--- config.mk ---
export PLATFORM = sky130hd
export DESIGN_NAME = top
export DESIGN_NICKNAME = d
export VERILOG_FILES = /design/src/rtl/top.sv
export SDC_FILE = /design/constraint.sdc
export NUM_CORES = 1
export LEC_CHECK = 0
export ABC_AREA = 1
export BUFFER_PORTS_ARGS = -buffer_cell sky130_fd_sc_hd__buf_2
export CAP_MARGIN = 20
export CORE_UTILIZATION = 35
export CTS_BUF_LIST = sky130_fd_sc_hd__clkbuf_8
export DETAILED_ROUTE_END_ITERATION = 12
export MAX_ROUTING_LAYER = met4
export PLACE_DENSITY = 0.55
export SLEW_MARGIN = 20
export SYNTH_ARGS = -nofsm -noshare
export SYNTH_HDL_FRONTEND = slang
export SYNTH_SLANG_ARGS = --single-unit
--- constraint.sdc ---
create_clock -name clk -period 26.9 [get_ports clk]
set_clock_uncertainty 0.2 [all_clocks]
set_input_delay 5.38 -clock clk [delete_from_list [all_inputs] [get_ports clk]]
set_output_delay 5.38 -clock clk [all_outputs]
set_load 0.02 [all_outputs]
--- src/rtl/top.sv ---
// DCIM macro top: signed weight array with a bit-serial activation dot product.
// Optional `DCIM_SIGNED_INPUT_EN` treats activations as two's complement (MSB plane subtracted).
module top #(
  parameter int unsigned ROWS  = 16,
  parameter int unsigned WW    = 4,
  parameter int unsigned IN_W  = 4,
  parameter int unsigned OUT_W = WW + IN_W + $clog2(ROWS)
) (
  input  logic                     clk,
  input  logic                     rstn,
  input  logic                     wr_en,
  input  logic [$clog2(ROWS)-1:0]  wr_addr,
  input  logic [WW-1:0]            wr_data,
  input  logic                     start,
  input  logic [ROWS*IN_W-1:0]     x_in,
  output logic [OUT_W-1:0]         nout,
  output logic                     st,
  output logic                     busy
);

  localparam int unsigned BW = (IN_W > 1) ? $clog2(IN_W) : 1;

  typedef enum logic [1:0] {
    S_IDLE = 2'd0,
    S_COMP = 2'd1,
    S_DONE = 2'd2
  } state_e;

  state_e                   state_q;
  logic [WW-1:0]            w_q  [ROWS];
  logic [WW-1:0]            wc_q [ROWS];
  logic [IN_W-1:0]          x_q  [ROWS];
  logic [BW-1:0]            bit_q;
  logic                     last_c;
  logic signed [OUT_W-1:0]  acc_q;
  logic signed [OUT_W-1:0]  partial_d;
  logic signed [OUT_W-1:0]  term_d;
  logic signed [OUT_W-1:0]  acc_d;

  assign last_c = (bit_q == BW'(IN_W - 1));

  // One bit-plane: sum of sign-extended snapshot weights whose activation bit is set.
  always_comb begin
    partial_d = '0;
    for (int r = 0; r < ROWS; r++) begin
      if (x_q[r][bit_q]) begin
        partial_d = partial_d + {{(OUT_W - WW){wc_q[r][WW-1]}}, wc_q[r]};
      end
    end
    term_d = partial_d <<< bit_q;
`ifdef DCIM_SIGNED_INPUT_EN
    acc_d = last_c ? (acc_q - term_d) : (acc_q + term_d);
`else
    acc_d = acc_q + term_d;
`endif
  end

  // Weights are snapshotted at start so a same-cycle write cannot leak into that compute.
  always_ff @(posedge clk) begin
    if (rstn) begin
      state_q <= S_IDLE;
      bit_q   <= '0;
      acc_q   <= '0;
      nout    <= '0;
      st      <= 1'b0;
      busy    <= 1'b0;
      for (int r = 0; r < ROWS; r++) begin
        w_q[r]  <= '0;
        wc_q[r] <= '0;
        x_q[r]  <= '0;
      end
    end else begin
      st <= 1'b0;
      case (state_q)
        S_IDLE: begin
          if (wr_en) begin
            w_q[wr_addr] <= wr_data;
          end
          if (start) begin
            wc_q <= w_q;
            for (int r = 0; r < ROWS; r++) begin
              x_q[r] <= x_in[r*IN_W +: IN_W];
            end
            acc_q   <= '0;
            bit_q   <= '0;
            busy    <= 1'b1;
            state_q <= S_COMP;
          end
        end
        S_COMP: begin
          acc_q <= acc_d;
          bit_q <= bit_q + BW'(1);
          if (last_c) begin
            state_q <= S_DONE;
          end
        end
        S_DONE: begin
          nout    <= acc_q;
          st      <= 1'b1;
          busy    <= 1'b0;
          state_q <= S_IDLE;
        end
        default: begin
          state_q <= S_IDLE;
          busy    <= 1'b0;
        end
      endcase
    end
  end

endmodule

* After elaboration in Yosys (flattened, before gate mapping) *
Memories as Yosys holds them, arrays and structs flattened.
Cells that the tools add are included.
Widths: inputs -> output; s select.

word-level totals
  memories = 1
  output and inout port bits = 14
  RAM bits = 64
  register bits after elaboration = 158
  word-level logic and storage cells = 174

operators by class
  mux-type cells = 83
  $add $sub $neg = 17
  order comparisons = 3
  shift-type cells = 1
  equality and inequality tests = 5
  reductions and logical operators = 8
  bitwise logic cells = 18

memory list
  name  depth  bits a word  rd ports  clocked after Yosys merged registers in  wr ports  line  text
  x_q   16     4            16        0                                        16        32    logic [IN_W-1:0] x_q [ROWS];

operators with widths
  operator             number
  $mux 12              17
  $add 12x12->12       16
  $mux 4               17
  $bwmux 64            1
  $bmux 1 s2           16
  $mux 1               24
  $pmux 12 s2          1
  $demux 4 s4          1
  $or 1x1->1           16
  $sshl 12x2->12       1
  $reduce_and 2->1     5
  $pmux 2 s2           2
  $mux 2               3
  $ge 5x5->1 const B   1
  $lt 5x1->1 const B   1
  $not 4->5            1
  $eq 2x2->1 const B   2
  $ne 2x2->1 const B   2
  $lt 2x3->1 const B   1
  $add 2x1->2 const B  1
  $eq 2x1->1 const B   1
  $logic_not 2->1      1
  $pmux 1 s2           1
  $reduce_bool 2->1    1
  2 further kinds      2

* Longest topological paths before layout *
Gate-level depths: netlist (run 1).

  word-level depth = 36
  depth in mapped cells = 122
  depth with buffers taken out = 121

* Worst setup path after synthesis (run 1) *
Ideal clock, no wire load.

  path type = register to register
  from = register bit_q[1]
  to = register acc_q[11]
  slack = 11.259 ns
  arrival time = 15.370 ns
  buffers on the path = 0
  data required time = 26.630 ns
  stages on the path, launching flop included = 107
  path through = dfxtp_1 > inv_2 > nand3_2 > nand2_2 > nor2_1 > ha_1 > inv_1 > fa_1 > or2_2 > nand2_1 > a21oi_1 > fa_1 > nand2_1 > nand2_1 > inv_2 > ha_1 > nand2_1 > inv_1 > [... 71 more ...] > a21oi_1 > a21oi_1 > ha_1 > a21oi_1 > xor2_1 > nand2_1 > nand2_1 > nand2_1 > o211ai_1 > nand2_1 > ha_1 > inv_1 > o21bai_1 > xor2_1 > inv_1 > nand3_1 > nand3_1 > a21oi_1

between the ends
  word-level cells in the longest chain between the ends = 36
  elaborated cells on any way between the ends = 66
  those cells by class = 16 x add/sub; 1 x shift; 49 x mux

RTL lines
  what                          line  text
  start: declaration            33    logic [BW-1:0] bit_q;
  start signal: assignment      92    bit_q <= bit_q + BW'(1);
  $bmux 1 s2                    46    if (x_q[r][bit_q]) begin
  $mux 1 (not written as such)  46
  $mux 12                       46
  $add 12x12->12                47    partial_d = partial_d + {{(OUT_W - WW){wc_q[r][WW-1]}}, wc_q[r]};
  $mux 12                       46
  $add 12x12->12                47
  $mux 12                       46
  $add 12x12->12                47
  [... 20 more ...]             -
  $mux 12                       46
  $add 12x12->12                47
  $mux 12                       46
  $add 12x12->12                47
  $mux 12                       46
  $sshl 12x2->12 (*)            50    term_d = partial_d <<< bit_q;
  $add 12x12->12 (*)            54    acc_d = acc_q + term_d;
  $pmux 12 s2 (*)               74    case (state_q)
  end signal: assignment        63    acc_q <= '0;
  end signal: assignment        84    acc_q <= '0;
  end signal: assignment        91    acc_q <= acc_d;
  end: declaration              35    logic signed [OUT_W-1:0] acc_q;

Every way passes the cells marked *; elsewhere a longest branch is shown, timed or not. The select of a mux whose other input is x is not followed.
A chain may end at the register's enable or synchronous reset.

* Worst setup path after layout (run 1) *
  from = register bit_q[0]
  to = register acc_q[11]

The elaborated chain is that of the path after synthesis.

==> results of run 1 <==
-- sequential cells by signal, summed over array words and instances (netlist names) --
name,cells
x_q,64
state_q,2
st,1
busy,1
w_q,64
bit_q,2
acc_q,12
nout,12
wc_q,64
-- cell type report --
class | count | area [um2]
multi-input cells | 1955 | 11200
fillers | 5417 | 31300
clock inverters | 20 | 201
well taps | 680 | 851
inverters | 420 | 1580
clock buffers | 47 | 647
flip-flops and latches | 222 | 5080
repair buffers | 100 | 528
diodes | 3 | 7.51
-- kinds of logic (layout without fill, tap and decap cells) --
family	after synthesis	in the layout
AND/OR/NAND/NOR	1147	1147
AO/OA/AOI/OAI	548	548
buffers and inverters	497	587
flip-flops	222	222
adder cells (fa/ha/maj)	188	188
XOR/XNOR	71	71
multiplexers	1	1
other	0	3
-- power by group through the flow --
stage                     sequential [mW]  clock [mW]  combinational [mW]
after global placement              0.377           0               0.620
final                               0.370       0.342               0.625
after floorplan                     0.375           0               0.494
after CTS                           0.370       0.351               0.632
after global routing                0.372       0.363               0.720
after detailed placement            0.377           0               0.631
-- cells in the mapped netlist (all sizes together) --
cell type / n
nand2: 586
inv: 420
nor2: 296
o21ai: 240
a21oi: 227
nand3: 196
ha: 170
dfxtp: 158
edfxtp: 64
xor2: 49
clkbuf: 41
buf: 36
or2: 24
xnor2: 22
fa: 18
and2: 17
o22ai: 17
o21bai: 16
nand4: 13
nor3: 9
o31ai: 9
a31oi: 8
o221ai: 7
a21o: 6
nand3b: 4
o21a: 4
a211oi: 3
a22oi: 3
o211ai: 3
a21boi: 2
o2111ai: 2
a221oi: 1
mux2i: 1
nor4: 1
or3: 1
-- through the flow --
step	cells	hold WS, ns	utilization [%]	instance area (um2)
6_report	3447	0.251	39.2	20100
5_1_grt	3447	0.267	39.2	20100
4_1_cts	3444	0.251	39.1	20100
3_5_place_dp	3377	0.243	37.5	19300
3_3_place_gp	3377	0.234	37.5	19300
2_1_floorplan	2674	0.225	-	18300
-- worst register-to-register path: cells and delay by family (launching register included) --
| kind | cells | cell delay, ns |
|---|---|---|
| adders and majority gates | 18 | 5.81 |
| and+or+nand+nor | 41 | 5.26 |
| AOI/OAI and AO/OA | 25 | 3.51 |
| buffers and inverters | 20 | 1.48 |
| xor gates and xnor gates | 6 | 1.01 |
| DFF | 1 | 0.40 |
-- routing by layer --
layer	vias up	GRT usage (%)	share of wire, %
met5	-	-	0
li1	8833	-	-
met4	0	4.47	2.0
met1	7471	23.8	48
met2	255	31.6	46
met3	59	2.26	3.7
-- path summary, 6_finish.rpt --
check,endpoint,cells after the start,startpoint
max,acc_q[11]$_SDFFE_PP0P_,110,bit_q[0]$_SDFFE_PP0P_
min,w_q[55]$_SDFFE_PP0P_,2,w_q[55]$_SDFFE_PP0P_
max reg2reg,acc_q[11]$_SDFFE_PP0P_,110,bit_q[0]$_SDFFE_PP0P_
min reg2reg,w_q[55]$_SDFFE_PP0P_,2,w_q[55]$_SDFFE_PP0P_
==> results.md, run 1 <==
| Group | Quantity | This run |
|:---|:---|:---|
| yosys | Dominant combinational cell family by area after synthesis | simple AND/OR/NAND/NOR gates |
| pwr | Sequential Power Share | 27.7% |
| global routing | Largest net degree at the start of global routing | 85 |
| yosys | Share of the synthesized area in the top cell type | 17.3% |
| yosys | Mapped Area | 0.0183 mm2 |
| yosys | Sequential share of the synthesized area | 27.8% |
| global routing | All-Layer GR Usage | 18.7% |
| sta | Sum Neg Setup Slack | 0 ns |
| layout | Commonest cells after routing, fill and taps aside | sky130_fd_sc_hd__nand2_1 (542), sky130_fd_sc_hd__inv_1 (418), sky130_fd_sc_hd__nor2_1 (291), sky130_fd_sc_hd__a21oi_1 (223), sky130_fd_sc_hd__o21ai_0 (196) |
| yosys | Mux contribution to synthesized area | 0.0753% |
| drt | DRC violation total after the first TritonRoute iteration | 721 |
| pwr | Int Pwr | 0.777 mW |
| sta | Hold Violations, Final | 0 |
| layout | Nets | 3000 |
| worst setup path | Critical Path Most Common Cell | sky130_fd_sc_hd__nand2_1 |
| run status | Outcome | finished clean |
| drt | Count of nets left with antenna violations after detail routing | 0 |
| sta | Actual slew at the worst max-slew pin | 1.05 ns |
| clocking | CTS H-tree lvls | 2 |
| drt | Vias after detailed routing | 16600 |
| yosys | Simple-Gate Fraction of Synth Area | 27.0% |
| yosys | Synth area leader | sky130_fd_sc_hd__dfxtp_1 |
| die | Initial standard-cell utilization of the core | 35.6% |
| yosys | Area share of xor/xnor cells in the synthesized design | 3.40% |
| yosys | Synthesized net count | 2938 |
| clocking | Post-cts resize count | 0 |
| worst setup path | Largest delay contributor family on the critical path | adder cells |
| clocking | Buffers inserted by post-CTS timing repair | 0 |
| clocking | Maximum clock insertion buffer count | 3 |
| layout | Most common cell after layout, fill and taps aside | sky130_fd_sc_hd__nand2_1 |
| placed design | Total half-perimeter wirelength after legalization and detailed placement | 37300 um |
| clocking | Cell at the root of the clock tree | sky130_fd_sc_hd__clkbuf_8 |
| drt | Sum of routed wire length over all layers | 48400 um |
| pwr | Comb pwr share | 46.8% |
| sta | Setup slack of the critical path after layout | 9.14 ns |
| clocking | Number of buffers inserted during clock tree synthesis | 37 |
| min path | Min-delay worst type | reg2reg |
| pwr | Leakage dissipation | 9.71 nW |
| worst setup path | Kind of end point of the critical path | flop |
| layout | Share of cells above drive strength 1 | 11.1% |
| drt | Detailed-route wire length per cell | 14.0 um |
| clocking | Clock net sink count | 222 |
| pwr | Share of total power consumed by net switching | 41.9% |
| yosys | Count of mapped cells out of synthesis | 2674 |
| flow run | Maximum Capacitance Violations | 0 |
| worst setup path | Maximum fanout encountered on the critical timing path | 45 |
| clocking | Clock input transition at the sequential cells of the worst setup and hold paths | 0.07 ns |
| clocking | Clock tree from TritonCTS | done |
| pwr | Power density cells | 66.4 mW/mm2 |
| yosys | Fraction of the mapped netlist area in adder cells | 13.6% |
| clocking | Hold buffer count at CTS | 0 |
| clocking | Clk_lat worst skew | 0.56 ns |
| pwr | IR Drop Worst-Case VDD | 0.0000409 V |
| global routing | Wire length of the first global-routing pass | 80100 um |
| placed design | Worst setup slack after placement | 9.18 ns |
| worst setup path | Register-to-register setup slack | 9.14 ns |
| sta | Fmax | 56.3 MHz |
| global routing | Number of antenna violations at the first check in global routing | 3 |
| yosys | Compound-Gate Fraction of Synth Area | 17.2% |
| worst setup path | Critical path data arrival time | 18.04 ns |
| die | Standard cell core area | 0.0514 mm2 |
| yosys | Mean area per synthesized cell | 6.83 um2 |
| placed design | Buffers on Ports | 89 |
| placed design | Final GP Congestion | 0.895 |
| sta | Final cycle utilization of the critical path | 66.0% |
| yosys | Yosys warning total | 0 |
| sta | Min Tclk post-route | 17.76 ns |
| layout | Synth-to-Final Area Change | 10.1% |
| yosys | Count of state elements after synthesis | 222 |
| worst setup path | Sort of element at the start of the critical path | flop |
| worst setup path | Buffer and inverter count on the worst path | 20 |
| sta | Final Setup Violations | 0 |
| sta | Headroom to the max-slew limit | 29.7% |
| worst setup path | Worst Path Class, Setup | reg2reg |
| global routing | GRT overflow | 0 |
| sta | Final Slew Violations | 0 |
| worst setup path | Maximum single-stage delay on the critical path | 0.50 ns |
| die | Die height | 231 um |
| drt | Pre-antenna DRT Iters | 5 |
| pwr | Net switching component of the power | 0.560 mW |
| drt | Routed via count divided by cell count | 4.82 |
| yosys | Distinct cell type count of the synthesized netlist | 54 |
| pwr | Clk network pwr share | 25.6% |
| die | Count of standard-cell rows | 83 |
| global routing | Via count of the first global-routing pass | 16100 |
| yosys | Leading cell types by total area after synthesis | sky130_fd_sc_hd__dfxtp_1 (17%), sky130_fd_sc_hd__ha_1 (12%), sky130_fd_sc_hd__nand2_1 (11%) |
| worst setup path | Worst-path cell with the longest stage delay | sky130_fd_sc_hd__fa_1 |
| drt | Detailed-route DRC error count | 0 |
| die | Number of placed I/O pins | 90 |
| sta | Unrepaired setup endpoints after global routing | false |
| pwr | Overall Power | 1.34 mW |
| die | Die Width | 231 um |
| worst setup path | Worst path required time | 27.18 ns |
| die | DIE AREA | 0.0531 mm2 |
Power figures use the tool's default switching activity.
==> run 2, diff against run 1 <==
Settings changed: PLACE_DENSITY 0.55 to 0.57.
Clock period 26.9 ns to 14.5 ns, I/O delays scaled along.
==> run 2 against run 1 <==
The run now ends with setup timing left. Final area increased by 28%. Die area unchanged. Sequential share of layout area decreased by 5.5 points. Clock power increased by 68%. Register-to-register slack got worse by 9.8 ns. Sequential power increased by 86%. Worst setup slack got worse by 9.8 ns. Critical path depth decreased by 5. Global-route usage increased by 1.2 points. First-iteration DRC count increased by 28%. Largest power group unchanged. Highest routed layer unchanged.
==> results.md, run 2 (synthesis results as in run 1) <==
| Group | Quantity | This run |
|:---|:---|:---|
| run status | Outcome | finished, violations left |
| run status | Failing checks | setup timing |
| clocking | Clock tree from TritonCTS | done |
| drt | Detailed-route wire length per cell | 13.1 um |
| sta | Setup slack of the critical path after layout | -0.629 ns |
| clocking | Cell at the root of the clock tree | sky130_fd_sc_hd__clkbuf_8 |
| drt | Sum of routed wire length over all layers | 52200 um |
| pwr | Power density cells | 125 mW/mm2 |
| worst setup path | Sort of element at the start of the critical path | flop |
| die | Count of standard-cell rows | 83 |
| die | Standard cell core area | 0.0514 mm2 |
| worst setup path | Kind of end point of the critical path | flop |
| layout | Utilization after layout | 50.0% |
| sta | Fmax | 66.1 MHz |
| global routing | Wire length of the first global-routing pass | 86700 um |
| flow run | Maximum Capacitance Violations | 0 |
| die | Number of placed I/O pins | 90 |
| placed design | Buffers on Ports | 89 |
| sta | Min Tclk post-route | 15.13 ns |
| placed design | Final GP Congestion | 0.883 |
| global routing | GRT overflow | 0 |
| pwr | IR Drop Worst-Case VDD | 0.0000819 V |
| clocking | CTS H-tree lvls | 2 |
| layout | Total area of multi-input combinational cells | 0.0130 mm2 |
| layout | Nets | 3523 |
| global routing | Largest net degree at the start of global routing | 71 |
| layout | Commonest cells after routing, fill and taps aside | sky130_fd_sc_hd__buf_4 (532), sky130_fd_sc_hd__nand2_1 (493), sky130_fd_sc_hd__inv_1 (397), sky130_fd_sc_hd__nor2_1 (269), sky130_fd_sc_hd__a21oi_1 (171) |
| clocking | Number of buffers inserted during clock tree synthesis | 37 |
| die | Die height | 231 um |
| worst setup path | Worst path required time | 14.72 ns |
| clocking | Clk_lat worst skew | 0.56 ns |
| drt | Vias after detailed routing | 18900 |
| worst setup path | Largest delay contributor family on the critical path | adder cells |
| die | DIE AREA | 0.0531 mm2 |
| worst setup path | Buffer and inverter count on the worst path | 16 |
| min path | Min-delay worst type | reg2reg |
| sta | Hold Violations, Final | 0 |
| clocking | Clock input transition at the sequential cells of the worst setup and hold paths | 0.07 ns |
| drt | Detailed-route DRC error count | 0 |
| layout | Number of inserted filler cells in the final layout | 4953 |
| sta | Final Slew Violations | 0 |
| worst setup path | Register-to-register setup slack | -0.63 ns |
| layout | Synth-to-Final Area Change | 40.7% |
| sta | Unrepaired setup endpoints after global routing | true |
| layout | Flip-flop and latch area | 0.00509 mm2 |
| layout | Share of cells above drive strength 1 | 34.0% |
| drt | Routed via count divided by cell count | 4.76 |
| sta | Actual slew at the worst max-slew pin | 1.01 ns |
| worst setup path | Maximum fanout encountered on the critical timing path | 5 |
| placed design | Worst setup slack after placement | -1.34 ns |
| worst setup path | Maximum single-stage delay on the critical path | 0.47 ns |
| sta | Final cycle utilization of the critical path | 104% |
| clocking | Clock net sink count | 222 |
| global routing | Number of antenna violations at the first check in global routing | 4 |
| global routing | All-Layer GR Usage | 19.9% |
| worst setup path | Critical path data arrival time | 15.35 ns |
| drt | DRC violation total after the first TritonRoute iteration | 922 |
| die | Initial standard-cell utilization of the core | 35.6% |
| global routing | Via count of the first global-routing pass | 18500 |
| die | Die Width | 231 um |
| placed design | Total half-perimeter wirelength after legalization and detailed placement | 38400 um |
| layout | Registers with the most flip-flops | w_q x64, wc_q x64, x_q x64 |
| drt | Count of nets left with antenna violations after detail routing | 0 |
| layout | Most common cell after layout, fill and taps aside | sky130_fd_sc_hd__buf_4 |
| drt | Pre-antenna DRT Iters | 7 |
| worst setup path | Worst-path cell with the longest stage delay | sky130_fd_sc_hd__fa_1 |
| clocking | Hold buffer count at CTS | 0 |
| sta | Headroom to the max-slew limit | 32.2% |
| worst setup path | Worst Path Class, Setup | reg2reg |
| layout | Area of all placed cells without fillers | 0.0257 mm2 |
| sta | Final Setup Violations | 4 |
| pwr | Leakage dissipation | 12.3 nW |
| placed design | Placed inst area | 0.0227 mm2 |
| clocking | Maximum clock insertion buffer count | 3 |
-- run 2: what timing repair did --
action | CTS | global route
pin swaps | 149 | 85
setup endpoints to repair | 6 | 8
resized for setup | 213 | 80
setup buffers | 100 | 19
-- run 2: final timing paths --
check	endpoint	depth (start not counted)	from
hold / removal	w_q[59]$_SDFFE_PP0P_	2	w_q[59]$_SDFFE_PP0P_
setup reg to reg	acc_q[11]$_SDFFE_PP0P_	105	bit_q[0]$_SDFFE_PP0P_
setup / recovery	acc_q[11]$_SDFFE_PP0P_	105	bit_q[0]$_SDFFE_PP0P_
hold reg to reg	w_q[59]$_SDFFE_PP0P_	2	w_q[59]$_SDFFE_PP0P_
-- run 2: report_power, final --
group	switching (mW)	internal, mW
logic	0.981	0.966
clock network	0.257	0.316
registers	0.0174	0.671
-- run 2: worst reg2reg max path, delay by kind of cell, from the launching register on --
family	cells	cell delay, ns
XOR/XNOR	7	1.09
AO/OA/AOI/OAI	25	3.28
buffers and inverters	16	1.12
flip-flops	1	0.37
AND/OR/NAND/NOR	39	4.13
adder cells (fa/ha/maj)	17	4.76
multiplexers	1	0.10
-- run 2: layer usage --
layer	routed length, um	track usage (%)	up-vias	share of wire [%]
met5	0	-	-	0
li1	-	-	9917	-
met3	1680	2.04	69	3.2
met2	25400	34.9	271	49
met1	24200	24.6	8631	46
met4	930	4.55	0	1.8
-- run 2: area by class of cell --
class | count | share of cell area (%)
Inverter | 420 | 6.16
Timing Repair Buffer | 623 | 17.4
Tap cell | 680 | 3.31
Clock inverter | 26 | 0.769
Antenna cell | 4 | 0.0389
Multi-Input combinational cell | 1955 | 50.4
Clock buffer | 41 | 2.19
Sequential cell | 222 | 19.8
-- run 2: through the flow --
step	std cells	power, mW	hold WS, ns	TNS, ns
6_report	3971	3.21	0.250	-1.44
5_1_grt	3971	3.47	0.264	-7.25
4_1_cts	3948	3.14	0.250	-1.06
3_5_place_dp	3782	2.29	0.241	-4.51
3_3_place_gp	3782	2.25	0.234	-2.75
2_1_floorplan	2674	1.68	0.225	0
